==> src/rtl/cut_sequencer.sv <==
// Cut sequencer: runs a timed forward/dwell/reverse/dwell stroke cycle per cut
// request, repeated for the requested stroke count, with abort and forced retract.
module cut_sequencer #(
    parameter int TICK_DIV     = 2500,
    parameter int STROKE_TICKS = 200,
    parameter int RETURN_TICKS = 200,
    parameter int DWELL_TICKS  = 10,
    parameter int STROKE_W     = 4
) (
    input  logic                clk,
    input  logic                rst,
    input  logic                cut_i,
    input  logic [STROKE_W-1:0] strokes_i,
    input  logic                abort_i,
    output logic                busy_o,
    output logic                cut_end_o,
    output logic                aborted_o,
    output logic                en_o,
    output logic                direction_o,
    output logic [STROKE_W-1:0] stroke_cnt_o
);
    localparam int MAXA = (STROKE_TICKS > RETURN_TICKS) ? STROKE_TICKS : RETURN_TICKS;
    localparam int MAXT = (MAXA > DWELL_TICKS) ? MAXA : DWELL_TICKS;
    localparam int PW   = (TICK_DIV > 1) ? $clog2(TICK_DIV) : 1;
    localparam int TKW  = (MAXT > 1) ? $clog2(MAXT) : 1;

    localparam logic [2:0] S_IDLE    = 3'd0;
    localparam logic [2:0] S_FWD     = 3'd1;
    localparam logic [2:0] S_DWELL_F = 3'd2;
    localparam logic [2:0] S_REV     = 3'd3;
    localparam logic [2:0] S_DWELL_R = 3'd4;
    localparam logic [2:0] S_DONE    = 3'd5;

    localparam logic [STROKE_W-1:0] ONE = STROKE_W'(1);

    logic [2:0]          state_q, state_d;
    logic [PW-1:0]       pre_q;
    logic [TKW-1:0]      tk_q, lim_m1;
    logic                cut_q;
    logic                skip_q;      // current stroke's forward phase was cut short
    logic [STROKE_W-1:0] target_q;
    logic                start, tick_end, phase_end, abort_acc;

    assign start    = cut_i & ~cut_q & (state_q == S_IDLE) & ~abort_i;
    assign tick_end = (pre_q == PW'(TICK_DIV - 1));

    // Phase length (in ticks, minus one) for the current state
    always_comb begin
        lim_m1 = '0;
        case (state_q)
            S_FWD:              lim_m1 = TKW'(STROKE_TICKS - 1);
            S_REV:              lim_m1 = TKW'(RETURN_TICKS - 1);
            S_DWELL_F, S_DWELL_R: lim_m1 = TKW'(DWELL_TICKS - 1);
            default:            lim_m1 = '0;
        endcase
    end

    assign phase_end = tick_end && (tk_q == lim_m1);

    // Next-state logic; abort during the forward half forces an immediate retract
    always_comb begin
        state_d   = state_q;
        abort_acc = 1'b0;
        case (state_q)
            S_IDLE: if (start) state_d = S_FWD;
            S_FWD, S_DWELL_F: begin
                if (abort_i) begin
                    state_d   = S_REV;
                    abort_acc = 1'b1;
                end else if (phase_end) begin
                    state_d = (state_q == S_FWD) ? S_DWELL_F : S_REV;
                end
            end
            S_REV: begin
                abort_acc = abort_i;
                if (phase_end) state_d = S_DWELL_R;
            end
            S_DWELL_R: begin
                abort_acc = abort_i;
                if (phase_end)
                    state_d = (aborted_o || abort_i || (stroke_cnt_o + ONE) == target_q)
                              ? S_DONE : S_FWD;
            end
            S_DONE:  state_d = S_IDLE;
            default: state_d = S_IDLE;
        endcase
    end

    // State, timer, counters and registered outputs
    always_ff @(posedge clk) begin
        if (rst) begin
            state_q      <= S_IDLE;
            pre_q        <= '0;
            tk_q         <= '0;
            cut_q        <= 1'b0;
            skip_q       <= 1'b0;
            target_q     <= '0;
            busy_o       <= 1'b0;
            cut_end_o    <= 1'b0;
            aborted_o    <= 1'b0;
            en_o         <= 1'b0;
            direction_o  <= 1'b0;
            stroke_cnt_o <= '0;
        end else begin
            cut_q   <= cut_i;
            state_q <= state_d;
            // timer restarts on every state entry so phases never drift
            if (state_d != state_q) begin
                pre_q <= '0;
                tk_q  <= '0;
            end else if (tick_end) begin
                pre_q <= '0;
                tk_q  <= tk_q + 1'b1;
            end else begin
                pre_q <= pre_q + 1'b1;
            end
            if (start) begin
                stroke_cnt_o <= '0;
                target_q     <= (strokes_i == '0) ? ONE : strokes_i;
                aborted_o    <= 1'b0;
                skip_q       <= 1'b0;
            end else begin
                if (abort_acc) aborted_o <= 1'b1;
                if (abort_acc && state_q == S_FWD) skip_q <= 1'b1;
                if (state_q == S_DWELL_R && phase_end && !skip_q)
                    stroke_cnt_o <= stroke_cnt_o + ONE;
            end
            busy_o      <= (state_d != S_IDLE);
            cut_end_o   <= (state_d == S_DONE);
            en_o        <= (state_d == S_FWD) || (state_d == S_REV);
            direction_o <= (state_d == S_REV);
        end
    end
endmodule

==> config.mk <==
export PLATFORM = sky130hd
export DESIGN_NAME = cut_sequencer
export DESIGN_NICKNAME = d
export VERILOG_FILES = /design/src/rtl/cut_sequencer.sv
export SDC_FILE = /design/constraint.sdc
export NUM_CORES = 1
export LEC_CHECK = 0
export BUFFER_PORTS_ARGS = -buffer_cell sky130_fd_sc_hd__buf_2
export CORE_ASPECT_RATIO = 0.6
export CORE_MARGIN = 2
export CORE_UTILIZATION = 52
export CTS_CLUSTER_SIZE = 10
export DETAILED_ROUTE_END_ITERATION = 6
export PLACE_DENSITY = 0.75
export SYNTH_ARGS = -nofsm -noshare
export SYNTH_HDL_FRONTEND = slang
export SYNTH_SLANG_ARGS = --single-unit
==> constraint.sdc <==
create_clock -name clk -period 3.7 [get_ports clk]
set_clock_uncertainty 0.2 [all_clocks]
set_input_delay 0.185 -clock clk [delete_from_list [all_inputs] [get_ports clk]]
set_output_delay 0.185 -clock clk [all_outputs]
set_load 0.005 [all_outputs]
==> flow_summary.json <==
{
  "crit_path_start": "state_q[2]",
  "synth.top_cell.area_share_pct": 41.03,
  "synth_nets": 217,
  "multi_input_area_um2": 1033,
  "postRouteAntennaNets": 0,
  "synth.most_common_cell": "nor2_1",
  "cp_data_required_time_ps": 3660,
  "maxCapViolCount": 0,
  "ys_seq_area_share_pct": 41.03,
  "cts_tree": "done",
  "tightestPinTransition_ps": 569.9,
  "synth_top_area_cell": "dfxtp_1",
  "finalNetCount": 241,
  "grt_pass1_vias": 1411,
  "drt-total-wl_um": 3601,
  "cts_max_level": 2,
  "synthDistinctLibCells": 46,
  "period_needed_ps": 2719,
  "whs_path_depth": 3,
  "gp_congestion": 0.8019,
  "synth-compound-area-share_pct": 12.55,
  "synth_edf_count": 0,
  "final_util_pct": 64.34,
  "clk_pin_slew_worst_paths_ps": 80,
  "clock.fmax_mhz": 367.8,
  "cts.sinks": 38,
  "rows": 16,
  "num_antenna_cells": 0,
  "hold_class": "input port to flip-flop",
  "finalCritPeriodShare_pct": 73.48,
  "min_from": "abort_i",
  "synthXorXnorAreaFrac_pct": 13.23,
  "reg2reg_to": "pre_q[10]",
  "yosysWarnings": 0,
  "viasPerCell": 5.431,
  "synth_top_family_by_area": "simple AND/OR/NAND/NOR gates",
  "post_drt_wl_per_cell_um": 13.05,
  "critPathCaptureType": "flip-flop",
  "critPathKind": "flip-flop to flip-flop",
  "drc": 0,
  "dr.pass1.iters": 4,
  "ys_ff_latch": 38,
  "clockPowerShare_pct": 34.7,
  "synth_area_um2": 1854,
  "synth_ff_type": "dfxtp_1",
  "avgSynthCellArea_um2": 9.001,
  "grtUsageTotal_pct": 20.54,
  "grt_max_degree": 19,
  "worst-r2r-cell-count": 6,
  "min_to": "aborted_o",
  "powerDensity_nw_per_um2": 394.9,
  "clock_latency_ps": 290,
  "die_h_um": 50.26,
  "area_delta_synth_final_pct": 15.32,
  "p_leak_nw": 0.8938,
  "crit_arrival_ps": 2680,
  "syn_inst": 206,
  "switching_share_pct": 25.84,
  "path_max_fanout": 18,
  "maxSlewViolCount": 0,
  "numCtsBuffers": 5,
  "yosys.area_share.simple_pct": 25.24,
  "setup_tns_ps": 0,
  "yosys-top-cells-count": "40 x nor2_1, 38 x dfxtp_1, 17 x xor2_1, 11 x xnor2_1",
  "timing.rr.start": "state_q[2]",
  "setup_viol": 0,
  "ctsRootBufferMaster": "clkbuf_8",
  "synth-adder-area-share_pct": 2.024,
  "async_flop_share_pct": 0,
  "p_int_mw": 0.6263,
  "p_switching_mw": 0.2182,
  "grt_overflow_total": 0,
  "core_um2": 3323,
  "grt_pass1_wl_um": 6382,
  "cp-start-kind": "flip-flop",
  "combPwrFrac_pct": 11.8,
  "hold_violations": 0,
  "rsz0062_at_grt": "no",
  "synthMuxAreaShare_pct": 2.699,
  "start_util_pct": 55.80,
  "fp.dieW_um": 81.09,
  "register_area_um2": 760.7,
  "synthTopCellsByArea": "dfxtp_1 41%, nor2_1 8.1%, xor2_1 8.0%, xnor2_1 5.2%, mux2i_1 2.7%",
  "reg2reg_slack_ps": 980,
  "slew-limit-headroom_pct": 61.96,
  "max-vdd-ir-drop_mv": 0.2470,
  "seq_power_share_pct": 53.5,
  "boundaryPins": 17,
  "dpl.hpwl_um": 2518,
  "clk_path_buf_depth": 2,
  "vias": 1499,
  "drt-initial-drc-count": 56,
  "layout-drive-gt1-share_pct": 15.15,
  "status": "finished clean",
  "io_buffers": 16,
  "dieArea_um2": 4075,
  "antenna_found_initial": 0,
  "fill_cells": 286
}
==> cells by family after synthesis <==
family / after synthesis
buffers and inverters: 14
adders and majority gates: 3
and+or+nand+nor: 92
xor gates and xnor gates: 28
muxes: 5
AOI/OAI and AO/OA: 26
DFF: 38
==> timing repair <==
action	4_1_cts	5_1_grt
hold buffers	9	0
endpoints found under the hold margin	5	0
setup buffers	0	0
resized for setup	0	0
==> cell usage in the layout, fill, tap and decap left out, drive strengths merged, types with 6 or more instances in the layout <==
cell          n
nand4         7
xnor2        11
buf          16
dlygate4sd3   9
nor2         41
nand3         9
xor2         17
inv           6
clkbuf        6
dfxtp        38
nand2         9
==> worst max-delay path by stage <==
stage / end / slack, ps / depth (start not counted)
2_1_floorplan: busy_o / 1430 / 7
3_3_place_gp: pre_q[11] / 1070 / 6
3_5_place_dp: pre_q[10] / 1020 / 6
4_1_cts: pre_q[10] / 1010 / 6
5_1_grt: pre_q[4] / 770 / 6
6_report: pre_q[10] / 980 / 6
==> cell type report <==
cell class	instances	area share, %
Sequential cell	38	35.58
Timing Repair Buffer	25	7.958
Clock buffer	6	3.862
Multi-Input combinational cell	154	48.33
Inverter	6	1.053
Tap cell	45	2.633
Clock inverter	2	0.5851
==> metrics by stage <==
| step | instances | hold WS, ps | cell area [um2] | worst slack, ps | total power, mW |
|---|---|---|---|---|---|
| 2_1_floorplan | 206 | 113.2 | 1854 | 1432 | 0.5293 |
| 3_3_place_gp | 259 | 209.4 | 1953 | 1074 | 0.5504 |
| 3_5_place_dp | 259 | 216.8 | 1953 | 1023 | 0.5515 |
| 4_1_cts | 276 | 26.58 | 2138 | 1015 | 0.8497 |
| 5_1_grt | 276 | 71.77 | 2138 | 766.2 | 0.8855 |
| 6_report | 276 | 41.52 | 2138 | 981.1 | 0.8444 |
==> power by group through the flow <==
| stage | Combinational, mW | Sequential [mW] | Clock, mW |
|---|---|---|---|
| 6_report | 0.0994 | 0.452 | 0.293 |
| 5_1_grt | 0.114 | 0.455 | 0.316 |
| 4_1_cts | 0.0983 | 0.451 | 0.300 |
| 3_5_place_dp | 0.0912 | 0.460 | 0 |
| 3_3_place_gp | 0.0904 | 0.460 | 0 |
| 2_1_floorplan | 0.0751 | 0.454 | 0 |
==> critical path, cell delays in order, from the launching register on <==
cell,delay (ps)
dfxtp_1,680
xor2_1,280
nand4b_1,320
a211o_1,390
nor3b_2,190
o21bai_2,410
nor2_1,100
==> sequential cells by signal (all words and copies together) (netlist names) <==
register      count
skip_q            1
direction_o       1
tk_q              8
aborted_o         1
target_q          4
stroke_cnt_o      4
state_q           3
cut_end_o         1
en_o              1
busy_o            1
cut_q             1
pre_q            12
==> per-layer routing <==
| layer | GRT usage (%) | wire, um |
|---|---|---|
| met5 | 0 | 0 |
| met4 | 6.780 | 18 |
| met3 | 6.115 | 165 |
| met2 | 27.96 | 1379 |
| met1 | 30.54 | 2038 |
Power figures use the tool's default switching activity.
